<file path="src/rtl/tri_batch_tracker.sv">
// tri_batch_tracker: batch controller and per-ray closest/any-hit reducer.
// Walks (triangle, ray) pairs with the triangle descending and the ray as
// the inner loop, issues them to an external intersection pipeline under a
// credit limit, and reduces returned results into a per-ray best hit.
//
// Request handshake: o_req_valid/o_req_tri/o_req_ray form a valid/ready
// channel. An item transfers on a cycle where o_req_valid & i_req_ready are
// both high. Once o_req_valid is high it stays high with a stable payload
// until that transfer happens; a hit arriving for the same ray meanwhile does
// not withdraw it. The result channel has no ready: every i_res_valid cycle
// in ISSUE or DRAIN is consumed.
module tri_batch_tracker #(
  parameter int NRAYS     = 4,
  parameter int W         = 32,
  parameter int IDXW      = 32,
  parameter int RIDW      = 2,
  parameter int MAX_OUTST = 64
) (
  input  logic                  i_clk,
  input  logic                  i_rstn,
  input  logic                  i_start,
  input  logic [IDXW-1:0]       i_tri_cnt,
  input  logic                  i_mode,
  output logic                  o_busy,
  output logic                  o_req_valid,
  output logic [IDXW-1:0]       o_req_tri,
  output logic [RIDW-1:0]       o_req_ray,
  input  logic                  i_req_ready,
  input  logic                  i_res_valid,
  input  logic [RIDW-1:0]       i_res_ray,
  input  logic [IDXW-1:0]       i_res_tri,
  input  logic                  i_res_hit,
  input  logic [W-1:0]          i_res_t,
  output logic                  o_done,
  output logic [NRAYS-1:0]      o_hit,
  output logic [NRAYS*W-1:0]    o_t,
  output logic [NRAYS*IDXW-1:0] o_tri_idx,
  output logic [1:0]            o_dbg_state
);

  localparam int CW = $clog2(MAX_OUTST + 1);
  localparam logic [W-1:0] FIP_MAX = {1'b0, {(W-1){1'b1}}};

  typedef enum logic [1:0] {
    S_IDLE  = 2'd0,
    S_ISSUE = 2'd1,
    S_DRAIN = 2'd2,
    S_DONE  = 2'd3
  } state_t;

  state_t               state_q;
  logic                 mode_q;
  logic                 held_q;
  logic [IDXW-1:0]      cur_tri;
  logic [RIDW-1:0]      cur_ray;
  logic [CW-1:0]        outst_q;
  logic [NRAYS-1:0]     hit_q;
  logic signed [W-1:0]  t_q   [NRAYS];
  logic [IDXW-1:0]      idx_q [NRAYS];

  logic cur_hit;
  logic skip;
  logic credit_ok;
  logic req_valid;
  logic accept;
  logic advance;
  logic last_pair;
  logic res_take;
  logic dec;

  // Issue/skip/credit decisions for the current cursor pair and result intake.
  always_comb begin
    cur_hit = 1'b0;
    for (int r = 0; r < NRAYS; r++) begin
      if (cur_ray == RIDW'(r)) cur_hit = hit_q[r];
    end
    skip      = mode_q && cur_hit;
    credit_ok = outst_q < CW'(MAX_OUTST);
    // A held request ignores skip: it was already presented and must complete.
    req_valid = (state_q == S_ISSUE) && (held_q || (!skip && credit_ok));
    accept    = req_valid && i_req_ready;
    advance   = accept || ((state_q == S_ISSUE) && !held_q && skip);
    last_pair = (cur_tri == '0) && (cur_ray == RIDW'(NRAYS - 1));
    res_take  = i_res_valid && ((state_q == S_ISSUE) || (state_q == S_DRAIN));
    // Never decrement below zero on a stray result.
    dec       = res_take && (outst_q != '0);
  end

  // Batch FSM, cursor, credit counter and per-ray reduction.
  always_ff @(posedge i_clk) begin
    if (!i_rstn) begin
      state_q <= S_IDLE;
      mode_q  <= 1'b0;
      held_q  <= 1'b0;
      cur_tri <= '0;
      cur_ray <= '0;
      outst_q <= '0;
      hit_q   <= '0;
      for (int r = 0; r < NRAYS; r++) begin
        t_q[r]   <= '0;
        idx_q[r] <= '0;
      end
    end else begin
      case (state_q)
        S_IDLE: begin
          if (i_start) begin
            mode_q  <= i_mode;
            cur_tri <= i_tri_cnt - IDXW'(1);
            cur_ray <= '0;
            outst_q <= '0;
            held_q  <= 1'b0;
            hit_q   <= '0;
            for (int r = 0; r < NRAYS; r++) begin
              t_q[r]   <= FIP_MAX;
              idx_q[r] <= '0;
            end
            state_q <= (i_tri_cnt == '0) ? S_DRAIN : S_ISSUE;
          end
        end
        S_ISSUE: begin
          held_q <= req_valid && !i_req_ready;
          if (advance) begin
            if (last_pair) begin
              state_q <= S_DRAIN;
            end else if (cur_ray == RIDW'(NRAYS - 1)) begin
              cur_ray <= '0;
              cur_tri <= cur_tri - IDXW'(1);
            end else begin
              cur_ray <= cur_ray + RIDW'(1);
            end
          end
        end
        S_DRAIN: begin
          if (outst_q == '0) state_q <= S_DONE;
        end
        S_DONE: begin
          state_q <= S_IDLE;
        end
        default: begin
          state_q <= S_IDLE;
        end
      endcase

      if (accept && !dec) begin
        outst_q <= outst_q + CW'(1);
      end else if (!accept && dec) begin
        outst_q <= outst_q - CW'(1);
      end

      // Out-of-range ray ids match no entry and only release a credit.
      if (res_take && i_res_hit) begin
        for (int r = 0; r < NRAYS; r++) begin
          if (i_res_ray == RIDW'(r)) begin
            if (mode_q ? !hit_q[r] : ($signed(i_res_t) < t_q[r])) begin
              hit_q[r] <= 1'b1;
              t_q[r]   <= i_res_t;
              idx_q[r] <= i_res_tri;
            end
          end
        end
      end
    end
  end

  // Output decode and per-ray packing.
  always_comb begin
    o_t       = '0;
    o_tri_idx = '0;
    for (int r = 0; r < NRAYS; r++) begin
      o_t[W*r +: W]             = t_q[r];
      o_tri_idx[IDXW*r +: IDXW] = idx_q[r];
    end
    o_hit       = hit_q;
    o_busy      = (state_q == S_ISSUE) || (state_q == S_DRAIN);
    o_done      = (state_q == S_DONE);
    o_req_valid = req_valid;
    o_req_tri   = cur_tri;
    o_req_ray   = cur_ray;
    o_dbg_state = state_q;
  end

endmodule

</file>
<file path="config.mk">
export PLATFORM = sky130hd
export DESIGN_NAME = tri_batch_tracker
export DESIGN_NICKNAME = d
export VERILOG_FILES = /design/src/rtl/tri_batch_tracker.sv
export SDC_FILE = /design/constraint.sdc
export NUM_CORES = 1
export LEC_CHECK = 0
export CAP_MARGIN = 20
export CORE_MARGIN = 2
export CORE_UTILIZATION = 45
export CTS_CLUSTER_DIAMETER = 100
export DETAILED_ROUTE_END_ITERATION = 10
export PLACE_DENSITY = 0.75
export SLEW_MARGIN = 15
export SYNTH_ARGS = -nofsm -noshare
export SYNTH_HDL_FRONTEND = slang
export SYNTH_SLANG_ARGS = --single-unit
export TNS_END_PERCENT = 30
</file>
<file path="constraint.sdc">
create_clock -name i_clk -period 6.3 [get_ports i_clk]
set_input_delay 0.63 -clock i_clk [delete_from_list [all_inputs] [get_ports i_clk]]
set_output_delay 0.63 -clock i_clk [all_outputs]
set_load 0.01 [all_outputs]
</file>
==> impl_metrics.py <==
metrics = {
    "synthesis": {
        "syn_area_mm2": 0.0169,
        "synth_fa_ha_area_share_pct": 10.2,
        "synth_compound_area_share_pct": 13.3,
        "synth_seq_cells": 305,
        "synth_top_family_by_area": "simple AND/OR/NAND/NOR gates",
        "syn_nets": 1886,
        "synth_cell_type_count": 71,
        "synth_cells": 1643,
        "yosysTopAreaCell": "edfxtp_1",
        "synth.yosys.warnings": 0,
        "synthFlopType": "edfxtp_1",
        "syn_avg_cell_area_um2": 10.3,
        "synthTopCellsByCount": "edfxtp_1, inv_1, ha_1",
        "synthMuxAreaShare_pct": 6.25,
        "yosysMostFrequentCell": "edfxtp_1",
        "synth_simple_gate_area_share_pct": 16.7,
        "ys_top_cells_by_area": "edfxtp_1, dfxtp_1, ha_1",
        "synth_top_area_share_pct": 34.2,
        "seq_area_frac_synth_pct": 47.6,
        "synth_xor_xnor_area_share_pct": 0.675,
        "synth_edf_count": 192,
        "synthArstFlopShare_pct": 0,
    },
    "detailed_routing": {
        "wire_per_inst_um": 21.7,
        "via_per_inst": 5.78,
        "detail_route.first_pass.iterations": 5,
        "initialDrtViolationCount": 992,
        "vias": 14482,
        "drc": 0,
        "drtAntennaViolNets": 0,
        "routed_wl_um": 54500,
    },
    "die": {
        "die_w_um": 198,
        "die_h_um": 198,
        "pin_count": 404,
        "coreArea_mm2": 0.0368,
        "start_util_pct": 45.8,
        "rows": 70,
        "dieArea_mm2": 0.0390,
    },
    "cts": {
        "cts.htree.levels": 2,
        "numCtsBuffers": 35,
        "clockBufferDepth": 3,
        "post_cts_resized": 0,
        "cts.sinks": 305,
        "post_cts_buffers": 0,
        "clk-insertion-delay-late_ns": 0.53,
        "postCtsHoldBufs": 0,
        "cts.clk_slew.worst_paths_ns": 0.06,
        "cts-root-buf": "clkbuf_16",
        "cts_tree": "done",
    },
    "placement": {
        "portBuffers": 403,
        "globalplace.congestion": 0.915,
        "dpl.hpwl_um": 39000,
    },
    "setup_path": {
        "cp-start-kind": "input pin",
        "rrSetupSlack_ns": 2.17,
        "r2r-start": "t_q[0][21]$_DFFE_PP_",
        "reg2reg_depth": 11,
        "cp_max_fo": 65,
        "r2r_end": "t_q[0][4]$_DFFE_PP_",
        "cp_data_required_time_ns": 6.57,
        "path_cells": "clkdlybuf4s50_1 > ha_1 > a22o_1 > nor4_1 > o211ai_1 > a2111oi_0 > mux2i_1 > mux2_2 > nor4_2 > buf_4 > mux2_2",
        "crit_type": "in2reg",
        "max_stage_delay_ns": 0.70,
        "cp.arrival_ns": 4.81,
        "cp-end-kind": "flop",
        "slowest_stage": "a2111oi_0",
        "cpMostUsedCell": "mux2_2",
    },
    "global_route": {
        "grt_util_all_layers_pct": 27.3,
        "grt-busiest-layer": "met2",
        "grt-ovfl-total": 0,
        "grt_pass1_wl_um": 82100,
        "met1_usage_pct": 35.1,
        "use_met3_pct": 5.65,
        "antenna_found_initial": 4,
        "grt_max_degree": 86,
        "gr-usage-met2_pct": 45.4,
        "grt_pass1_vias": 14013,
    },
    "timing": {
        "max_slew_margin_pct": 28.8,
        "post-route-period-util_pct": 72.0,
        "tns_ns": 0,
        "finalHoldViolCount": 0,
        "fin_crit_ns": 4.54,
        "setup_violations": 0,
        "finalClockSkew_ns": 0.0252,
        "fmax_ghz": 0.220,
        "drv_slew": 0,
        "worst_slew_pin_slew_ns": 1.07,
        "holdWs_ns": 0.487,
        "rsz0062_at_grt": "false",
    },
    "cells_and_area": {
        "finish.utilization_pct": 60.9,
        "synthToLayoutAreaGrowth_pct": 32.8,
        "fin_nets": 2256,
        "drive_gt1_share_pct": 7.85,
    },
    "min_path": {
        "min_path_cells": 2,
        "hold_end": "idx_q[2][31]$_SDFFE_PP0P_",
        "min_from": "idx_q[2][31]$_SDFFE_PP0P_",
        "hold_class": "reg2reg",
    },
    "status": {
        "status": "complete, no violations",
    },
    "pwr": {
        "p_leak_nw": 8.52,
        "cellPowerDensity_mw_per_mm2": 364,
        "vdd_drop_max_v": 0.000182,
    },
    "flow_run": {
        "max-cap-violations": 0,
    },
}
## how the worst max path moves through the flow
stage / from / endpoint / cells past startpoint
finish: i_res_t[21] / t_q[0][4]$_DFFE_PP_ / 11
global route: i_res_t[21] / t_q[0][12]$_DFFE_PP_ / 11
CTS: i_res_t[21] / t_q[0][12]$_DFFE_PP_ / 11
detailed placement: i_res_t[21] / t_q[0][22]$_DFFE_PP_ / 11
global placement: i_res_t[21] / t_q[0][16]$_DFFE_PP_ / 11
floorplan: i_res_t[21] / idx_q[0][0]$_SDFFCE_PN0P_ / 11
## critical path, delay by kind of cell
| kind | cells | cell delay [ns] |
|---|---|---|
| AO/OA/AOI/OAI | 3 | 1.11 |
| adder cells (fa/ha/maj) | 1 | 0.45 |
| multiplexers | 3 | 0.86 |
| buffers and inverters | 2 | 1.32 |
| AND/OR/NAND/NOR | 2 | 0.39 |
## where the power goes
| part | switching [mW] | total [mW] | internal, mW |
|---|---|---|---|
| Clock | 0.820 | 1.92 | 1.10 |
| Combinational | 1.66 | 3.17 | 1.51 |
| Sequential | 0.379 | 3.06 | 2.68 |
| Total | 2.86 | 8.15 | 5.29 |
## metal layers
metal,wire [um],vias to the layer above
met1,21600,6980
met4,1950,4
met2,25800,679
met3,5070,115
li1,-,6704
met5,23,-
## stage by stage
| step | power (mW) | std cells | setup WS [ns] | area [um2] |
|---|---|---|---|---|
| floorplan | 4.63 | 1643 | 1.38 | 16900 |
| global placement | 6.14 | 2444 | 1.42 | 21300 |
| detailed placement | 6.23 | 2444 | 1.32 | 21300 |
| CTS | 8.16 | 2506 | 1.84 | 22400 |
| global route | 8.58 | 2507 | 1.61 | 22400 |
| finish | 8.15 | 2507 | 1.76 | 22400 |
## cell usage in the layout, fill, tap and decap left out, types with 26 or more instances in the layout
master           netlist  routed
clkdlybuf4s50_1        0     402
edfxtp_1             192     192
inv_1                142     142
ha_1                 138     137
nand2_1              137     136
a21oi_1              121     120
dfxtp_1              113     113
and2_1               101     101
nor2_1                74      73
mux2_2                66      66
o21ai_0               45      45
o21a_1                36      36
nor3_1                35      35
nand3b_1              35      35
clkbuf_16              0      35
nand4_1               30      30
o311ai_0              30      30
mux2i_1               26      26
## flip-flops by register name, indices dropped and copies added, names as in the netlist
name,flops
o_req_ray,2
idx_q,128
mode_q,1
o_hit,4
t_q,128
o_req_tri,32
outst_q,7
held_q,1
o_dbg_state,2
## logic make-up after synthesis
| logic type | count (synthesis) |
|---|---|
| buffers and inverters | 227 |
| AND/OR/NAND/NOR | 524 |
| multiplexers | 95 |
| XOR/XNOR | 13 |
| flip-flops | 305 |
| AO/OA/AOI/OAI | 341 |
| adder cells (fa/ha/maj) | 138 |
## final cells by class
| cell class | instances | area, um2 |
|---|---|---|
| multi-input cells | 1111 | 8040 |
| repair buffers | 417 | 4150 |
| inverters | 143 | 537 |
| clock inverters | 7 | 41.3 |
| fillers | 2977 | 14400 |
| clock buffers | 55 | 1010 |
| well taps | 468 | 586 |
| diodes | 1 | 2.50 |
| flip-flops and latches | 305 | 8030 |
Power figures use the tool's default switching activity.
